$ cat config.mk
export PLATFORM = sky130hd
export DESIGN_NAME = spi_job_ctrl_flat
export DESIGN_NICKNAME = d
export VERILOG_FILES = /design/src/rtl/spi_job_ctrl_if.sv /design/src/rtl/spi_job_ctrl.sv /design/src/flat_wrapper.sv
export SDC_FILE = /design/constraint.sdc
export NUM_CORES = 1
export LEC_CHECK = 0
export BUFFER_PORTS_ARGS = -buffer_cell sky130_fd_sc_hd__buf_2
export CORE_MARGIN = 10
export CORE_UTILIZATION = 45
export CTS_CLUSTER_DIAMETER = 80
export DETAILED_ROUTE_END_ITERATION = 6
export SKIP_CTS_REPAIR_TIMING = 1
export SYNTH_ARGS = -nofsm -noshare
export SYNTH_HDL_FRONTEND = slang
export SYNTH_SLANG_ARGS = --single-unit
$ cat constraint.sdc
create_clock -name clk_in -period 6 [get_ports clk_in]
set_input_delay 0 -clock clk_in [delete_from_list [all_inputs] [get_ports clk_in]]
set_output_delay 0 -clock clk_in [all_outputs]
set_load 0.01 [all_outputs]
$ cat src/rtl/spi_job_ctrl_if.sv
// spi_job_ctrl_if: SPI front-end, compute-core and READY pad signals of one job controller.
interface spi_job_ctrl_if #(
  parameter int JOB_BITS = 64,
  parameter int RESULT_W = 32
);
  logic spi0_sck_rise_in;
  logic spi0_sdi_in;
  logic spi0_cs_n_in;
  logic spi1_sck_rise_in;
  logic spi1_sdi_in;
  logic spi1_cs_n_in;
  logic spi1_sdo_out;
  logic [JOB_BITS-1:0] core_job_out;
  logic core_start_out;
  logic core_abort_out;
  logic core_done_in;
  logic [RESULT_W-1:0] core_result_in;
  logic ready_oe_out;
  logic [1:0] state_out;
  logic timeout_out;
  // master is the board environment (front-ends and core), slave is the controller
  modport master (
    output spi0_sck_rise_in, spi0_sdi_in, spi0_cs_n_in,
    output spi1_sck_rise_in, spi1_sdi_in, spi1_cs_n_in,
    output core_done_in, core_result_in,
    input spi1_sdo_out, core_job_out, core_start_out, core_abort_out,
    input ready_oe_out, state_out, timeout_out
  );
  modport slave (
    input spi0_sck_rise_in, spi0_sdi_in, spi0_cs_n_in,
    input spi1_sck_rise_in, spi1_sdi_in, spi1_cs_n_in,
    input core_done_in, core_result_in,
    output spi1_sdo_out, core_job_out, core_start_out, core_abort_out,
    output ready_oe_out, state_out, timeout_out
  );
endinterface

$ cat src/rtl/spi_job_ctrl.sv
// spi_job_ctrl: sequences a compute core from SPI1 daisy-chained jobs and SPI0 broadcast commands.
module spi_job_ctrl #(
  parameter int JOB_BITS = 64,
  parameter int RESULT_W = 32,
  parameter int CMD_BITS = 8,
  parameter int TIMEOUT_CYCLES = 16777216
) (
  input logic clk_in,
  input logic reset_in,
  spi_job_ctrl_if.slave bus
);
  localparam int CW1 = $clog2(JOB_BITS);
  localparam int CW0 = $clog2(CMD_BITS + 2);
  localparam int WW = $clog2(TIMEOUT_CYCLES);
  typedef enum logic [1:0] {IDLE, LOADED, RUNNING, DONE} state_t;
  state_t state, state_n;
  logic cs0_prev, cs1_prev;
  logic [CMD_BITS-1:0] sr0;
  logic [CW0-1:0] cnt0;
  logic [JOB_BITS-1:0] sr1, job_reg;
  logic [CW1-1:0] cnt1;
  logic wrapped;
  logic [RESULT_W-1:0] result_reg;
  logic [WW-1:0] wd;
  logic timeout, start_q, abort_q, ready_q;
  logic start_d, abort_d, wd_fire, job_load, result_load;
  logic cs0_fall, cs0_rise, cs1_fall, cs1_rise, shift0, shift1;
  logic cmd_ok, abort_ev, start_ev, clear_ev, done_ev, wd_ev, frame_ev;

  assign cs0_fall = cs0_prev & ~bus.spi0_cs_n_in;
  assign cs0_rise = ~cs0_prev & bus.spi0_cs_n_in;
  assign cs1_fall = cs1_prev & ~bus.spi1_cs_n_in;
  assign cs1_rise = ~cs1_prev & bus.spi1_cs_n_in;
  assign shift0 = ~bus.spi0_cs_n_in & bus.spi0_sck_rise_in;
  assign shift1 = ~bus.spi1_cs_n_in & bus.spi1_sck_rise_in;
  assign cmd_ok = cs0_rise && cnt0 == CW0'(CMD_BITS);
  assign abort_ev = cmd_ok && sr0 == CMD_BITS'(8'h5A);
  assign start_ev = cmd_ok && sr0 == CMD_BITS'(8'hA5) && state == LOADED;
  assign clear_ev = cmd_ok && sr0 == CMD_BITS'(8'h3C);
  assign done_ev = state == RUNNING && bus.core_done_in;
  assign wd_ev = state == RUNNING && wd == WW'(TIMEOUT_CYCLES - 1);
  // a frame is whole only when the stride counter wrapped and landed back on zero
  assign frame_ev = cs1_rise && wrapped && cnt1 == '0 && state != RUNNING;

  always_ff @(posedge clk_in) begin
    if (reset_in) begin
      cs0_prev <= 1'b1;
      cs1_prev <= 1'b1;
      sr0 <= '0;
      cnt0 <= '0;
      sr1 <= '0;
      cnt1 <= '0;
      wrapped <= 1'b0;
    end else begin
      cs0_prev <= bus.spi0_cs_n_in;
      cs1_prev <= bus.spi1_cs_n_in;
      if (cs0_fall) cnt0 <= '0;
      else if (shift0) begin
        sr0 <= {sr0[CMD_BITS-2:0], bus.spi0_sdi_in};
        cnt0 <= &cnt0 ? cnt0 : cnt0 + 1'b1;
      end
      if (cs1_fall && state == DONE) sr1 <= JOB_BITS'(result_reg) << (JOB_BITS - RESULT_W);
      else if (shift1) sr1 <= {sr1[JOB_BITS-2:0], bus.spi1_sdi_in};
      if (cs1_fall) begin
        cnt1 <= '0;
        wrapped <= 1'b0;
      end else if (shift1) begin
        cnt1 <= cnt1 + 1'b1;
        wrapped <= wrapped | (&cnt1);
      end
    end
  end

  always_ff @(posedge clk_in) state <= reset_in ? IDLE : state_n;

  always_comb
    state_n = abort_ev ? IDLE : done_ev ? DONE : wd_ev ? IDLE :
              start_ev ? RUNNING : frame_ev ? LOADED : state;

  always_comb begin
    start_d = start_ev && state_n == RUNNING;
    abort_d = state == RUNNING && state_n == IDLE;
    wd_fire = abort_d && !abort_ev;
    job_load = frame_ev && state_n == LOADED;
    result_load = done_ev && state_n == DONE;
  end

  always_ff @(posedge clk_in) begin
    if (reset_in) begin
      job_reg <= '0;
      result_reg <= '0;
      wd <= '0;
      timeout <= 1'b0;
      start_q <= 1'b0;
      abort_q <= 1'b0;
      ready_q <= 1'b0;
    end else begin
      start_q <= start_d;
      abort_q <= abort_d;
      ready_q <= state_n == DONE;
      timeout <= wd_fire ? 1'b1 : (start_d || clear_ev) ? 1'b0 : timeout;
      wd <= start_d ? '0 : state == RUNNING ? wd + 1'b1 : wd;
      if (job_load) job_reg <= sr1;
      if (result_load) result_reg <= bus.core_result_in;
    end
  end

  assign bus.spi1_sdo_out = sr1[JOB_BITS-1];
  assign bus.core_job_out = job_reg;
  assign bus.core_start_out = start_q;
  assign bus.core_abort_out = abort_q;
  assign bus.ready_oe_out = ready_q;
  assign bus.state_out = state;
  assign bus.timeout_out = timeout;
endmodule
$ cat src/flat_wrapper.sv
// flat-port wrapper written by rule: the top's interface ports become plain ports
module spi_job_ctrl_flat 
#(
  parameter int JOB_BITS = 64,
  parameter int RESULT_W = 32,
  parameter int CMD_BITS = 8,
  parameter int TIMEOUT_CYCLES = 16777216
)
  (clk_in, reset_in, bus_spi0_sck_rise_in, bus_spi0_sdi_in, bus_spi0_cs_n_in, bus_spi1_sck_rise_in, bus_spi1_sdi_in, bus_spi1_cs_n_in, bus_core_done_in, bus_core_result_in, bus_spi1_sdo_out, bus_core_job_out, bus_core_start_out, bus_core_abort_out, bus_ready_oe_out, bus_state_out, bus_timeout_out);
  spi_job_ctrl_if #(.JOB_BITS(JOB_BITS), .RESULT_W(RESULT_W)) bus_i ();
  input logic clk_in;
  input logic reset_in;
  input wire logic [$bits(bus_i.spi0_sck_rise_in)-1:0] bus_spi0_sck_rise_in;
  input wire logic [$bits(bus_i.spi0_sdi_in)-1:0] bus_spi0_sdi_in;
  input wire logic [$bits(bus_i.spi0_cs_n_in)-1:0] bus_spi0_cs_n_in;
  input wire logic [$bits(bus_i.spi1_sck_rise_in)-1:0] bus_spi1_sck_rise_in;
  input wire logic [$bits(bus_i.spi1_sdi_in)-1:0] bus_spi1_sdi_in;
  input wire logic [$bits(bus_i.spi1_cs_n_in)-1:0] bus_spi1_cs_n_in;
  input wire logic [$bits(bus_i.core_done_in)-1:0] bus_core_done_in;
  input wire logic [$bits(bus_i.core_result_in)-1:0] bus_core_result_in;
  output wire logic [$bits(bus_i.spi1_sdo_out)-1:0] bus_spi1_sdo_out;
  output wire logic [$bits(bus_i.core_job_out)-1:0] bus_core_job_out;
  output wire logic [$bits(bus_i.core_start_out)-1:0] bus_core_start_out;
  output wire logic [$bits(bus_i.core_abort_out)-1:0] bus_core_abort_out;
  output wire logic [$bits(bus_i.ready_oe_out)-1:0] bus_ready_oe_out;
  output wire logic [$bits(bus_i.state_out)-1:0] bus_state_out;
  output wire logic [$bits(bus_i.timeout_out)-1:0] bus_timeout_out;
  assign bus_i.spi0_sck_rise_in = bus_spi0_sck_rise_in;
  assign bus_i.spi0_sdi_in = bus_spi0_sdi_in;
  assign bus_i.spi0_cs_n_in = bus_spi0_cs_n_in;
  assign bus_i.spi1_sck_rise_in = bus_spi1_sck_rise_in;
  assign bus_i.spi1_sdi_in = bus_spi1_sdi_in;
  assign bus_i.spi1_cs_n_in = bus_spi1_cs_n_in;
  assign bus_i.core_done_in = bus_core_done_in;
  assign bus_i.core_result_in = bus_core_result_in;
  assign bus_spi1_sdo_out = bus_i.spi1_sdo_out;
  assign bus_core_job_out = bus_i.core_job_out;
  assign bus_core_start_out = bus_i.core_start_out;
  assign bus_core_abort_out = bus_i.core_abort_out;
  assign bus_ready_oe_out = bus_i.ready_oe_out;
  assign bus_state_out = bus_i.state_out;
  assign bus_timeout_out = bus_i.timeout_out;
  spi_job_ctrl #(.JOB_BITS(JOB_BITS), .RESULT_W(RESULT_W), .CMD_BITS(CMD_BITS), .TIMEOUT_CYCLES(TIMEOUT_CYCLES)) u_core (.clk_in(clk_in), .reset_in(reset_in), .bus(bus_i));
endmodule
==> flow_metrics.py <==
metrics = {
    "run_status": {
        "run_status": "complete, but fails checks",
        "violations": "hold timing",
    },
    "timing": {
        "setup_viol": 0,
        "hold_violations": 7,
        "fin_hold_ws_ns": -0.0359,
        "fin_setup_tns_ns": 0,
        "fmax_ghz": 0.355,
        "rsz0062_at_grt": "no",
        "tightest_slew_ns": 1.12,
        "maxSlewViolCount": 0,
        "finalCritPeriodShare": 0.470,
        "fin_skew_ns": 0.00781,
        "min_period_ns": 2.82,
        "timing.slew.headroom": 0.255,
    },
    "synthesis": {
        "postSynthAreaPerCell_um2": 8.65,
        "yosysSeqAreaShare": 0.493,
        "synth.cell_area_um2": 8560,
        "synth-edff-count": 0,
        "synth-seq-cells": 211,
        "synth_cell_types": 45,
        "synthesis.nets": 1036,
        "synthArstFlopShare": 0,
        "synthFlopType": "dfxtp_1",
        "synth_warnings": 0,
        "synth_cells": 990,
    },
    "global_routing": {
        "antenna_found_initial": 1,
        "grt_pass1_wl_um": 31000,
        "grt_overflow": 0,
        "grt_max_degree": 87,
        "grt_pass1_vias": 6200,
        "grt_usage": 0.147,
    },
    "floorplan": {
        "ios": 112,
        "initial_core_util": 0.458,
        "die_h_um": 158,
        "core-area_um2": 18700,
        "dieWidth_um": 158,
        "rows": 50,
        "dieArea_um2": 24900,
    },
    "route": {
        "wl_met2_um": 8640,
        "wl_met1_um": 9280,
        "via_count": 6782,
        "wl_met3_um": 878,
        "drc": 0,
        "viasPerCell": 4.99,
        "postRouteAntennaNets": 0,
        "totalWireLength_um": 19100,
        "drt_first_iter_violations": 392,
        "post_drt_wl_per_cell_um": 14.0,
        "top_layer_used": "met4",
        "drtPass1Iterations": 5,
    },
    "layout": {
        "layout.nets": 1154,
        "n_fill_cell": 1714,
        "drive_gt1_frac": 0.157,
        "layout-area-overhead-vs-synth_pct": 21.0,
    },
    "worst_setup_path": {
        "cp-start-kind": "flop",
        "crit_type": "reg -> reg",
        "cp-end-kind": "flop",
        "critPathMaxFanout": 36,
        "worstPathArrival_ns": 3.23,
        "cp.required_ns": 6.42,
    },
    "clocking": {
        "root_buffer": "clkbuf_16",
        "cts_buffers": 23,
        "cts.sinks": 211,
        "path_clk_slew_ns": 0.06,
        "h-tree-depth": 1,
        "clockBufferDepth": 3,
        "cts_tree": "yes",
        "insertion_delay_ns": 0.49,
    },
    "power_and_ir_drop": {
        "power_density_nw_per_um2": 289,
        "peakVddDrop_mv": 0.188,
        "finalPower_mw": 2.99,
        "leakagePower_nw": 3.86,
    },
    "placement": {
        "place_hpwl_um": 11700,
        "gp_congestion": 0.773,
        "portBuffers": 111,
    },
    "hold_path": {
        "worstHoldPathType": "in -> reg",
    },
    "flow_run": {
        "drv_cap": 0,
    },
}
power breakdown:
group | switching, mW | total [mW] | internal [mW]
clock | 0.553 | 1.49 | 0.936
sequential | 0.00173 | 1.40 | 1.40
combinational | 0.0565 | 0.0960 | 0.0394
kinds of logic (layout without fill, tap and decap cells):
family / Yosys count / count (layout) / share of synthesized area
muxes: 73 / 73 / 0.0854
xor gates and xnor gates: 28 / 28 / 0.0287
DFF: 211 / 211 / 0.493
other: 0 / 1 / 0
adders and majority gates: 5 / 5 / 0.00731
and+or+nand+nor: 483 / 483 / 0.256
buffers and inverters: 75 / 209 / 0.0455
AOI/OAI and AO/OA: 115 / 115 / 0.0833
placed cells by master, fill, tap and decap left out, drive strengths merged, types with 2 or more instances in the layout:
cell	synthesis	routed
nor2b	6	6
clkbuf	46	31
or2	3	3
ha	5	5
dfxtp	211	211
nor4bb	4	4
nor3	8	8
inv	8	8
a21oi	73	73
nor2	78	78
a311oi	32	32
xnor2	8	8
bufinv	0	4
dlygate4sd3	0	40
o21ai	4	4
nand4	9	9
buf	21	120
nand3	16	16
nand2	280	280
nand2b	62	62
xor2	20	20
or3	3	3
clkinv	0	5
mux2i	73	73
and3	5	5
and4	2	2
worst max-delay path, stage by stage, from the launching register on:
cell     delay (ns)
dfxtp_1        0.34
or4b_4         0.57
nor3_4         0.19
nand2_2        0.09
nor3_4         0.18
buf_4          0.45
buf_4          0.63
mux2i_1        0.26
Yosys cell counts, drive strengths merged, types with 2 or more instances:
library cell	instances	area, µm²
nor4bb	4	40.0
a21oi	73	365
or3	3	18.8
clkbuf	46	173
o21ai	4	20.0
nor2b	6	37.5
xor2	20	175
xnor2	8	70.1
and4	2	20.0
nand2b	62	388
nand2	280	1050
ha	5	62.6
mux2i	73	731
or2	3	18.8
nor3	8	67.6
a311oi	32	280
nand4	9	56.3
buf	21	186
dfxtp	211	4220
inv	8	30.0
nor2	78	293
and3	5	31.3
nand3	16	80.1
worst paths after layout:
| path | start | endpoint | slack, ns | cells past startpoint |
|---|---|---|---|---|
| setup / recovery | u_core.cnt1[2] | u_core.bus.core_job_out[53] | 3.18 | 7 |
| hold / removal | reset_in | u_core.result_reg[29] | -0.04 | 2 |
| setup reg to reg | u_core.cnt1[2] | u_core.bus.core_job_out[53] | 3.18 | 7 |
| hold reg to reg | u_core.bus.core_job_out[5] | u_core.bus.core_job_out[5] | 0.45 | 2 |
metal layers:
metal,GRT usage,up-vias
li1,-,3502
met1,0.207,3157
met2,0.220,103
met3,0.0366,20
met4,0.0338,0
met5,0,-
per-stage QoR:
stage / hold slack, ns / cell area, µm² / utilization / cells / setup WS [ns]
after floorplan: 0.107 / 8560 / - / 990 / 4.11
after global placement: 0.234 / 9150 / 0.489 / 1277 / 3.21
after detailed placement: 0.238 / 9150 / 0.489 / 1277 / 3.15
after CTS: -0.271 / 9950 / 0.532 / 1318 / 3.13
after global routing: 0.00184 / 10400 / 0.554 / 1358 / 2.98
final: -0.0359 / 10400 / 0.554 / 1359 / 3.18
layout make-up:
cell class,instances,area (µm²),share of cell area
well taps,234,293,0.0283
diodes,1,2.50,0.000242
repair buffers,160,1030,0.0991
clock inverters,10,153,0.0147
inverters,8,30.0,0.00290
clock buffers,31,656,0.0633
flip-flops and latches,211,4220,0.408
multi-input cells,704,3970,0.384
No activity file was read; power rests on OpenSTA's default activity.
